===== config.mk =====
export PLATFORM = sky130hd
export DESIGN_NAME = spi_peripheral
export DESIGN_NICKNAME = d
export VERILOG_FILES = /design/src/rtl/spi_peripheral.sv
export SDC_FILE = /design/constraint.sdc
export NUM_CORES = 1
export LEC_CHECK = 0
export BUFFER_PORTS_ARGS = -buffer_cell sky130_fd_sc_hd__buf_2
export CORE_ASPECT_RATIO = 2
export CORE_MARGIN = 5
export CORE_UTILIZATION = 45
export CTS_BUF_LIST = sky130_fd_sc_hd__clkbuf_4
export CTS_CLUSTER_DIAMETER = 30
export CTS_CLUSTER_SIZE = 12
export DETAILED_ROUTE_END_ITERATION = 12
export GPL_ROUTABILITY_DRIVEN = 0
export PLACE_DENSITY = 0.68
export REMOVE_ABC_BUFFERS = 1
export SETUP_SLACK_MARGIN = 0.05
export SYNTH_ARGS = -nofsm -noshare
export SYNTH_HDL_FRONTEND = slang
export SYNTH_SLANG_ARGS = --single-unit

===== constraint.sdc =====
create_clock -name clk -period 2.8 [get_ports clk]
set_input_delay 0.7 -clock clk [delete_from_list [all_inputs] [get_ports clk]]
set_output_delay 0.7 -clock clk [all_outputs]
set_load 0.01 [all_outputs]

===== src/rtl/spi_peripheral.sv =====
// SPI mode-0 target: 16-bit frames write or read back the nine 8-bit PWM control registers.
// SPI pins are synchronized into clk; the addressed register changes only at the ncs-rise commit.
//
// state | meaning
// IDLE  | ncs high (or not yet armed after reset); sclk edges ignored
// SHIFT | frame in progress: sample copi on sclk rise, drive cipo on reads

module spi_peripheral #(
    parameter int SYNC_STAGES = 2,
    parameter int NUM_REGS    = 9
) (
    input  logic       clk,
    input  logic       rst_n,
    input  logic       sclk,
    input  logic       copi,
    input  logic       ncs,
    output logic       cipo,
    output logic       cipo_oe,
    output logic [7:0] reg_en_out,
    output logic [7:0] reg_en_pwm_out,
    output logic [7:0] reg_out_3_0_pwm_gen_channel,
    output logic [7:0] reg_out_7_4_pwm_gen_channel,
    output logic [7:0] reg_pwm_gen_0_ch_0_duty_cycle,
    output logic [7:0] reg_pwm_gen_0_ch_1_duty_cycle,
    output logic [7:0] reg_pwm_gen_1_ch_0_duty_cycle,
    output logic [7:0] reg_pwm_gen_1_ch_1_duty_cycle,
    output logic [7:0] reg_pwm_gen_1_0_frequency_divider,
    output logic       frame_err
);

    localparam int SW = $clog2(SYNC_STAGES + 2);

    typedef enum logic {IDLE, SHIFT} state_t;

    state_t                 state;
    logic [SYNC_STAGES-1:0] sclk_sync;
    logic [SYNC_STAGES-1:0] copi_sync;
    logic [SYNC_STAGES-1:0] ncs_sync;
    logic                   sclk_prev;
    logic                   ncs_prev;
    logic [4:0]             bit_cnt;
    logic [15:0]            shift_in;
    logic [7:0]             rd_shift;
    logic [7:0]             rd_val;
    logic [6:0]             rd_addr;
    logic [SW-1:0]          settle_cnt;
    logic                   armed;
    logic [7:0]             regs [NUM_REGS];

    logic sclk_s, copi_s, ncs_s;
    logic sclk_rise, sclk_fall, ncs_rise, ncs_fall;

    always_ff @(posedge clk or negedge rst_n) begin
        if (!rst_n) begin
            sclk_sync <= '0;
            copi_sync <= '0;
            ncs_sync  <= '1;
            sclk_prev <= 1'b0;
            ncs_prev  <= 1'b1;
        end else begin
            sclk_sync <= {sclk_sync[SYNC_STAGES-2:0], sclk};
            copi_sync <= {copi_sync[SYNC_STAGES-2:0], copi};
            ncs_sync  <= {ncs_sync[SYNC_STAGES-2:0], ncs};
            sclk_prev <= sclk_s;
            ncs_prev  <= ncs_s;
        end
    end

    assign sclk_s    = sclk_sync[SYNC_STAGES-1];
    assign copi_s    = copi_sync[SYNC_STAGES-1];
    assign ncs_s     = ncs_sync[SYNC_STAGES-1];
    assign sclk_rise = sclk_s & ~sclk_prev;
    assign sclk_fall = ~sclk_s & sclk_prev;
    assign ncs_rise  = ncs_s & ~ncs_prev;
    assign ncs_fall  = ~ncs_s & ncs_prev;

    // Address is complete on the 8th rising edge: six bits already shifted plus the live copi bit.
    assign rd_addr = {shift_in[5:0], copi_s};

    always_comb begin
        rd_val = '0;
        for (int i = 0; i < NUM_REGS; i++) begin
            if (rd_addr == 7'(i)) rd_val = regs[i];
        end
    end

    always_ff @(posedge clk or negedge rst_n) begin
        if (!rst_n) begin
            state      <= IDLE;
            bit_cnt    <= '0;
            shift_in   <= '0;
            rd_shift   <= '0;
            cipo       <= 1'b0;
            cipo_oe    <= 1'b0;
            frame_err  <= 1'b0;
            settle_cnt <= SW'(SYNC_STAGES + 1);
            armed      <= 1'b0;
            for (int i = 0; i < NUM_REGS; i++) regs[i] <= '0;
        end else begin
            frame_err <= 1'b0;
            // A fall seen while the chain still holds its reset value of 1 is not a real frame start.
            if (settle_cnt != '0) settle_cnt <= settle_cnt - SW'(1);
            else if (ncs_s)       armed      <= 1'b1;

            case (state)
                IDLE: begin
                    cipo     <= 1'b0;
                    rd_shift <= '0;
                    cipo_oe  <= 1'b0;
                    if (ncs_fall && armed) begin
                        state    <= SHIFT;
                        bit_cnt  <= '0;
                        shift_in <= '0;
                        cipo_oe  <= 1'b1;
                    end
                end
                SHIFT: begin
                    if (ncs_rise) begin
                        state    <= IDLE;
                        cipo_oe  <= 1'b0;
                        cipo     <= 1'b0;
                        rd_shift <= '0;
                        if (bit_cnt == 5'd16) begin
                            for (int i = 0; i < NUM_REGS; i++) begin
                                if (shift_in[15] && shift_in[14:8] == 7'(i)) regs[i] <= shift_in[7:0];
                            end
                        end else begin
                            frame_err <= 1'b1;
                        end
                    end else if (sclk_rise) begin
                        shift_in <= {shift_in[14:0], copi_s};
                        if (bit_cnt != 5'd17) bit_cnt <= bit_cnt + 5'd1;
                        if (bit_cnt == 5'd7 && !shift_in[6]) begin
                            rd_shift <= rd_val;
                            cipo     <= rd_val[7];
                        end
                    end else if (sclk_fall && bit_cnt >= 5'd9) begin
                        // bit7 is held until the controller samples it on the 9th rising edge
                        rd_shift <= {rd_shift[6:0], 1'b0};
                        cipo     <= rd_shift[6];
                    end
                end
                default: state <= IDLE;
            endcase
        end
    end

    // Fixed output map assumes NUM_REGS >= 9.
    assign reg_en_out                        = regs[0];
    assign reg_en_pwm_out                    = regs[1];
    assign reg_out_3_0_pwm_gen_channel       = regs[2];
    assign reg_out_7_4_pwm_gen_channel       = regs[3];
    assign reg_pwm_gen_0_ch_0_duty_cycle     = regs[4];
    assign reg_pwm_gen_0_ch_1_duty_cycle     = regs[5];
    assign reg_pwm_gen_1_ch_0_duty_cycle     = regs[6];
    assign reg_pwm_gen_1_ch_1_duty_cycle     = regs[7];
    assign reg_pwm_gen_1_0_frequency_divider = regs[8];

endmodule

==> results.txt, run 1 <==
status: finished, final reports clean
# DRC: 0
die span in y: 163 um
die area: 14100 um2
PostCTS Resize Cnt: 0
adder-cell share of the synthesized area: 0.00951
Vias: 3732
pre-CTS setup slack: 0.351 ns
share of the synthesized area in the top cell type: 0.523
# Post-CTS Setup Buffers: 0
FFs w/ async S/R, synth: 1.00
FF-to-FF Start: bit_cnt[1]$_DFFE_PN0P_
PortBufs: 79
cell count of the worst reg-to-reg path: 7
grt met1 use: 0.217
CTS root buf: clkbuf_4
storage element area: 2880 um2
slew margin rel.: 0.645
area of the multi-input gates: 2260 um2
setup ws final: 0.345 ns
Leakage: 3.05 nW
crit path from: bit_cnt[1]$_DFFE_PN0P_
clock sink count: 115
Least-Margin Pin Slew: 0.531 ns
first-pass GRT wire length: 21400 um
Final Skew: 0.0140 ns
EDFF count, synth: 0
final period utilization: 0.877
dpl hpwl: 9770 um
synth top area cells: dfrtp_1 52%, mux2_2 15%, mux4_2 4.7%
Core Area: 11600 um2
Routed WL: 13300 um
XOR/XNOR Fraction of Synth Area: 0.00665
Final Core Density: 0.531
largest net degree at the start of global routing: 62
setup violators final: 0
max_cap viols: 0
Crit Reg-Reg Endpoint: reg_en_out[3]$_DFFE_PN0P_
Hold Buf Count CTS: 0
GRT met3 Usage: 0.0572
ANT nets after route: 0
Synth warnings: 0
post-layout min period: 2.45 ns
initial antenna violation count: 1
Initial Util: 0.453
maximum clock insertion buffer count: 2
layout cells sized above 1: 0.439
Tot Pwr: 0.00344 W
final slew viol count: 0
Syn Std Cell Area: 5270 um2
Syn Inst Count: 419
TritonCTS buffer count: 17
Synth Area in Simple Gates: 0.115
largest family of logic cells by synthesized area: multiplexers
VDD IR max: 0.000316 V
Worst setup SP type: flip-flop
sequential element share of the synthesized area: 0.548
gr ovfl total: 0
CTS tree: done
Worst-Skew Late Latency: 0.51 ns
Worst EP required: 3.19 ns
flops & latches, synth: 115
WL per Instance: 19.9 um
syn avg cell area: 12.6 um2
layout net count: 518
Crit Path Max Fanout: 8
crit path kind: reg -> reg
Power per Cell Area: 557 nW/um2
Commonest cells post-synth: 110 x dfrtp_1, 71 x mux2_2, 46 x nand2_1
RSZ-0062 raised after global routing: no
io pins: 80
clock slew at reported path FFs: 0.11 ns
Hold Vio Cnt, Final: 0
# H-tree levels: 4
Fmax: 407 MHz
Netlist cell types: 47
M2 GR Usage: 0.354
GRT Max-Usage Layer: met2
Filler cells: 1079
Worst Hold Class: in -> async
CP Capture Type: flip-flop
worst path arrival time: 2.84 ns
All-Layer GR Usage: 0.202
drt pass-1 iters: 4
Hold Slack: 0.0737 ns
vias per cell: 5.59
Synth area leader: dfrtp_1
Die Wd: 86.5 um
Main synth FF type: dfrtp_1
DR iter-0 viols: 173
post-synthesis mux area share: 0.222
synthesis-to-layout area growth: 17.4%
Rows: 56
Critical Path End: reg_en_out[3]$_DFFE_PN0P_
count leader, synth: dfrtp_1
setup slack, reg-to-reg: 0.35 ns
vias in the first global route: 3929
Compound-Gate Fraction of Synth Area: 0.0765
state kept, by name, summed over array words and instances (netlist names), 5 cells and up:
| signal | cells |
|---|---|
| bit_cnt | 5 |
| rd_shift | 7 |
| reg_en_out | 8 |
| reg_en_pwm_out | 8 |
| reg_out_3_0_pwm_gen_channel | 8 |
| reg_out_7_4_pwm_gen_channel | 8 |
| reg_pwm_gen_0_ch_0_duty_cycle | 8 |
| reg_pwm_gen_0_ch_1_duty_cycle | 8 |
| reg_pwm_gen_1_0_frequency_divider | 8 |
| reg_pwm_gen_1_ch_0_duty_cycle | 8 |
| reg_pwm_gen_1_ch_1_duty_cycle | 8 |
| shift_in | 16 |
logic make-up (layout without fill, tap and decap cells):
| family | Yosys count | in the layout |
|---|---|---|
| AO/OA/AOI/OAI | 60 | 60 |
| flip-flops | 115 | 115 |
| adder cells (fa/ha/maj) | 4 | 4 |
| other | 0 | 1 |
| XOR/XNOR | 4 | 4 |
| multiplexers | 94 | 94 |
| buffers and inverters | 30 | 133 |
| AND/OR/NAND/NOR | 112 | 112 |
report_power, final:
group	internal (W)	leakage [nW]	switching [W]	total, W
registers	0.00170	1.57	0.0000461	0.00175
clock network	0.000622	0.147	0.000639	0.00126
logic	0.000145	1.34	0.000289	0.000433
total	0.00247	3.05	0.000974	0.00344
per-layer routing:
layer  vias up  wire length [um]
met2        94              7440
met5         -                 0
li1       1700                 -
met1      1906              4850
met3        32               515
met4         0               487
cell type report:
| cell class | instances | area share |
|---|---|---|
| sequential | 115 | 0.467 |
| multi-input combinational | 274 | 0.366 |
| timing repair buffer | 95 | 0.0858 |
| tap | 145 | 0.0294 |
| clock inverter | 14 | 0.0265 |
| clock buffer | 18 | 0.0219 |
| inverter | 6 | 0.00364 |
| antenna | 1 | 0.000405 |
worst min-delay path by stage:
stage,end,slack [ns]
finish,armed$_DFFE_PN0P_,0.07
global route,armed$_DFFE_PN0P_,0.03
CTS,armed$_DFFE_PN0P_,0.04
detailed placement,copi_sync[1]$_DFF_PN0_,0.34
global placement,copi_sync[1]$_DFF_PN0_,0.33
floorplan,copi_sync[1]$_DFF_PN0_,0.33
per-stage QoR:
step                      std cells  setup TNS (ns)  area, um2
after CTS                       667               0       6180
after floorplan                 395           -1.35       5170
after global routing            668               0       6180
final                           668               0       6180
after detailed placement        635               0       5880
after global placement          635               0       5880
worst max-delay path, cell delays in order, from the launching register on:
cell	delay, ns
dfrtp_1	0.44
inv_1	0.11
ha_1	0.14
and4bb_1	0.23
nand3_2	0.16
or3_1	0.52
nor3_4	0.37
mux2_2	0.38
placed cells by master, fill, tap and decap left out, types with 9 or more instances in the layout:
cell,synthesis,final
nor3_1,9,9
nor2_1,18,18
mux2i_1,11,11
nand2_1,46,46
dfrtp_1,110,110
mux2_2,71,71
buf_2,2,78
clkbuf_4,0,18
o21ai_0,27,26
buf_4,1,16
mux4_2,11,11
nand2b_1,9,9
No activity file was read; power rests on OpenSTA's default activity.
==> run 2, diff against run 1 <==
Settings changed: BUFFER_PORTS_ARGS -buffer_cell sky130_fd_sc_hd__buf_2 to default, CAP_MARGIN from default to 10, CORE_MARGIN 5 to 2, DONT_BUFFER_PORTS from default to 1, PLACE_DENSITY 0.68 to 0.62.
==> run 2 against run 1 <==
Compared with the run above:
- hold slack got worse by 0.20 ns
- power decreased by 1.3%
- sequential cell count unchanged
- highest routed layer unchanged
- die area decreased by 10%
- design area decreased by 6.9%
- sequential share of layout area increased by 3.5 points
- first-iteration DRC count increased by 18%
- clock power about the same
- global-route usage increased by 1.6 points
- largest power group unchanged
- the run now ends with hold timing left
- core utilization decreased by 2.5 points
==> results.txt, run 2 (same netlist as run 1, synthesis figures left out) <==
Least-Margin Pin Slew: 0.508 ns
Core Area: 11400 um2
post-layout min period: 2.45 ns
TritonCTS buffer count: 17
drt pass-1 iters: 4
status: complete, but fails checks
io pins: 80
# Post-CTS Setup Buffers: 0
Power per Cell Area: 591 nW/um2
total internal power: 0.00246 W
max_cap viols: 0
Hold Slack: -0.127 ns
dpl hpwl: 9070 um
Rows: 55
# DRC: 0
VDD IR max: 0.000429 V
CP Capture Type: flip-flop
area of the multi-input gates: 2260 um2
fin area: 5750 um2
vias per cell: 5.68
Tot Pwr: 0.00340 W
Filler cells: 987
Worst setup SP type: flip-flop
Worst EP required: 3.19 ns
DR iter-0 viols: 205
layout cells sized above 1: 0.331
maximum clock insertion buffer count: 2
Vias: 3318
clock power share: 0.371
most frequent cells in the layout: 110 x dfrtp_1, 71 x mux2_2, 46 x nand2_1
Worst Hold Class: in -> async
# H-tree levels: 4
Largest register FFs: 16
layout net count: 437
Final Skew: 0.0132 ns
die span in y: 157 um
Worst-Skew Late Latency: 0.51 ns
Initial Util: 0.464
CTS tree: done
vias in the first global route: 3614
initial antenna violation count: 1
gr ovfl total: 0
slew margin rel.: 0.660
crit path kind: reg -> reg
CTS root buf: clkbuf_4
All-Layer GR Usage: 0.218
most common cell after layout, fill and taps aside: dfrtp_1
NetSw: 0.000936 W
Routed WL: 12800 um
synthesis-to-layout area growth: 9.24%
storage element area: 2880 um2
sequential share of power: 0.515
final period utilization: 0.874
final slew viol count: 0
ANT nets after route: 0
Switching Fraction: 0.275
RSZ-0062 raised after global routing: no
first-pass GRT wire length: 20100 um
worst path arrival time: 2.84 ns
WL per Instance: 21.9 um
Crit Path Max Fanout: 8
largest net degree at the start of global routing: 116
Hold Vio Cnt, Final: 110
Leakage: 2.61 nW
clock sink count: 115
Largest Register: shift_in
PostCTS Resize Cnt: 0
setup violators final: 0
Die Wd: 80.5 um
Comb power frac: 0.114
die area: 12600 um2
PortBufs: 0
clock slew at reported path FFs: 0.10 ns
Final Core Density: 0.507
Sum Neg Setup Slack: 0 ns
Fmax: 409 MHz
violated checks: hold timing
dpl cell area: 5450 um2
[run 2: worst max-delay path, stage by stage (launching register included)]
cell,delay (ns)
dfrtp_1,0.44
inv_1,0.10
ha_1,0.14
and4bb_1,0.23
nand3_2,0.15
or3_1,0.52
nor3_4,0.38
mux2_2,0.38
[run 2: final timing paths]
check / from / end / slack, ns / cells past startpoint
hold reg to reg: sclk_sync[0]$_DFF_PN0_ / sclk_sync[1]$_DFF_PN0_ / 0.36 / 0
max in group asynchronous: rst_n / settle_cnt[0]$_DFFE_PN1P_ / 2.62 / 0
setup reg to reg: bit_cnt[0]$_DFFE_PN0P_ / reg_en_out[3]$_DFFE_PN0P_ / 0.35 / 7
min in group clk: ncs / ncs_sync[0]$_DFF_PN1_ / 0.18 / 0
setup / recovery: bit_cnt[0]$_DFFE_PN0P_ / reg_en_out[3]$_DFFE_PN0P_ / 0.35 / 7
hold / removal: rst_n / shift_in[15]$_DFFE_PN0P_ / -0.13 / 0
[run 2: cell type report]
type,instances,area share
Inverter,6,0.00392
Sequential cell,115,0.501
Multi-Input combinational cell,274,0.393
Antenna cell,1,0.000435
Tap cell,142,0.0309
Clock buffer,18,0.0235
Timing Repair Buffer,14,0.0183
Clock inverter,14,0.0285
[run 2: power by group through the flow]
stage / registers (W) / clock network [W] / logic (W)
floorplan: 0.00184 / 0 / 0.000198
global placement: 0.00178 / 0 / 0.000380
detailed placement: 0.00178 / 0 / 0.000390
CTS: 0.00175 / 0.00130 / 0.000390
global route: 0.00176 / 0.00137 / 0.000435
finish: 0.00175 / 0.00126 / 0.000388
[run 2: stage by stage]
step | cells | setup slack [ns]
5_1_grt | 584 | 0.201
4_1_cts | 583 | 0.344
3_5_place_dp | 551 | 0.346
2_1_floorplan | 395 | -0.0843
6_report | 584 | 0.353
3_3_place_gp | 551 | 0.427
[run 2: routing by layer]
layer | wire, um | GRT usage | share of wire
met5 | 0 | 0 | 0
met4 | 279 | 0.0896 | 0.022
met3 | 638 | 0.0682 | 0.050
met2 | 7350 | 0.398 | 0.57
met1 | 4540 | 0.223 | 0.35
==> run 3, diff against run 2 <==
Settings changed: ABC_AREA from default to 1.
==> run 3 against run 2 <==
Compared with the run above:
- the run still ends with hold timing left
- fmax up 0.69%
- first-iteration DRC count rose by 29%
- non-clock buffer count shrank 5
- sequential cell count unchanged
- largest power group unchanged
==> results.txt, run 3 <==
Crit path buffers/inverters: 1
EDFF count, synth: 0
first-pass GRT wire length: 22300 um
# DRC: 0
most frequent cells in the layout: 156 x nand2_1, 110 x dfrtp_1, 70 x nor2_1
vias in the first global route: 4274
Die Wd: 81.2 um
Crit Path Max Fanout: 14
slew margin rel.: 0.531
Syn Std Cell Area: 5360 um2
WL per Instance: 17.7 um
drt pass-1 iters: 5
CP Capture Type: flip-flop
Synth warnings: 0
TritonCTS buffer count: 17
Largest register FFs: 16
Netlist cell types: 31
Hold Slack: -0.145 ns
Worst EP required: 3.26 ns
synthesis-to-layout area growth: 6.98%
synth top area cells: dfrtp_1 51%, nand2_1 11%, nand3_1 5.7%
dpl cell area: 5480 um2
Core Area: 11700 um2
clock sink count: 115
area of the multi-input gates: 2100 um2
Synth area leader: dfrtp_1
critical path, cell by cell: inv_1 > nand2_1 > nor2_1 > nand3_1 > nand3_1 > nor2_1 > nand4_1 > nand2_1 > nand2_1 > nand2_1 > nand2_1
Largest Register: shift_in
All-Layer GR Usage: 0.237
Syn Inst Count: 639
layout net count: 652
Final Skew: 0.0178 ns
ANT nets after route: 0
Sum Neg Setup Slack: 0 ns
Initial Util: 0.458
die area: 12900 um2
RSZ-0062 raised after global routing: no
post-layout min period: 2.43 ns
Most common cell on crit path: nand2_1
io pins: 80
PortBufs: 0
CTS tree: done
layout cells sized above 1: 0.105
CP max stage delay: 0.57 ns
largest net degree at the start of global routing: 116
storage element area: 2880 um2
Filler cells: 1097
setup violators final: 0
max_cap viols: 0
most common cell after layout, fill and taps aside: nand2_1
vias per cell: 5.40
Worst Hold Class: in -> async
Fmax: 412 MHz
VDD IR max: 0.000463 V
CTS root buf: clkbuf_4
Leakage: 2.66 nW
maximum clock insertion buffer count: 2
worst path arrival time: 2.89 ns
Main synth FF type: dfrtp_1
final slew viol count: 0
Worst-Skew Late Latency: 0.52 ns
Rows: 56
syn avg cell area: 8.39 um2
dpl hpwl: 10100 um
flops & latches, synth: 115
violated checks: hold timing
sequential element share of the synthesized area: 0.538
Top Family by Delay on Critical Path: simple AND/OR/NAND/NOR gates
DR iter-0 viols: 264
Worst setup SP type: flip-flop
initial antenna violation count: 1
FFs w/ async S/R, synth: 1.00
Routed WL: 14200 um
Least-Margin Pin Slew: 0.701 ns
final period utilization: 0.868
count leader, synth: nand2_1
fin area: 5730 um2
Slowest cell on crit path: nor2_1
Hold Vio Cnt, Final: 110
# H-tree levels: 4
Commonest cells post-synth: 156 x nand2_1, 110 x dfrtp_1, 70 x nor2_1
die span in y: 158 um
status: complete, but fails checks
Vias: 4332
setup slack, reg-to-reg: 0.37 ns
gr ovfl total: 0
share of the synthesized area in the top cell type: 0.514
Power per Cell Area: 572 nW/um2
clock slew at reported path FFs: 0.11 ns
crit path kind: reg -> reg
[run 3: cell count changes after synthesis, sizes merged, moves of 13 or more]
cell,delta
inv,+59
nand4,+13
nor2,+53
nand3,+59
mux2,-72
nand2,+115
o21ai,+62
[run 3: logic make-up (layout without fill, tap and decap cells)]
kind of cell,after synthesis,after routing,share of synthesized area
AOI/OAI and AO/OA,103,103,0.106
xor gates and xnor gates,1,1,0.00163
adders and majority gates,4,4,0.00934
buffers and inverters,89,106,0.0703
DFF,115,115,0.538
other,0,1,0
and+or+nand+nor,327,327,0.274
[run 3: through the flow]
step	util	setup slack, ns	total power [W]	instances	hold slack [ns]
final	0.490	0.370	0.00328	802	-0.145
after global routing	0.490	0.173	0.00343	802	-0.192
after CTS	0.490	0.365	0.00330	801	-0.172
after detailed placement	0.468	0.380	0.00216	769	0.341
after global placement	0.468	0.428	0.00215	769	0.333
after floorplan	-	0.419	0.00202	615	0.331
[run 3: worst paths after layout]
kind / from / endpoint / depth (start not counted)
max in group asynchronous: rst_n / ncs_prev$_DFF_PN1_ / 0
max: shift_in[2]$_DFFE_PN0P_ / rd_shift[4]$_DFFE_PN0P_ / 11
min: rst_n / reg_pwm_gen_1_0_frequency_divider[5]$_DFFE_PN0P_ / 0
min in group clk: ncs / ncs_sync[0]$_DFF_PN1_ / 0
max reg2reg: shift_in[2]$_DFFE_PN0P_ / rd_shift[4]$_DFFE_PN0P_ / 11
min reg2reg: copi_sync[0]$_DFF_PN0_ / copi_sync[1]$_DFF_PN0_ / 0
[run 3: cell type report]
type / count / share of cell area
Antenna cell: 1 / 0.000436
Tap cell: 145 / 0.0316
Sequential cell: 115 / 0.503
Multi-Input combinational cell: 435 / 0.366
Clock buffer: 18 / 0.0236
Inverter: 65 / 0.0426
Clock inverter: 14 / 0.0210
Timing Repair Buffer: 9 / 0.0118
[run 3: layer usage]
layer | track usage | part of all wire | up-vias
li1 | - | - | 2072
met1 | 0.254 | 0.37 | 2114
met2 | 0.421 | 0.55 | 111
met3 | 0.0624 | 0.050 | 35
met4 | 0.117 | 0.032 | 0
met5 | 0 | 0 | -
[run 3: power breakdown]
| part | internal, W | switching [W] | leakage, nW | total, W |
|---|---|---|---|---|
| Sequential | 0.00170 | 0.0000524 | 1.57 | 0.00176 |
| Combinational | 0.0000916 | 0.000285 | 0.948 | 0.000376 |
| Clock | 0.000517 | 0.000629 | 0.143 | 0.00115 |
[run 3: timing repair]
action | 4_1_cts | 5_1_grt
resized for setup | 0 | 0
endpoints found under the hold margin | 112 | 112
setup buffers | 0 | 0
[run 3: worst register-to-register path: stages (launching register included)]
cell	delay, ns
dfrtp_1	0.41
inv_1	0.44
nand2_1	0.20
nor2_1	0.57
nand3_1	0.17
nand3_1	0.15
nor2_1	0.09
nand4_1	0.11
nand2_1	0.10
nand2_1	0.07
nand2_1	0.04
nand2_1	0.05
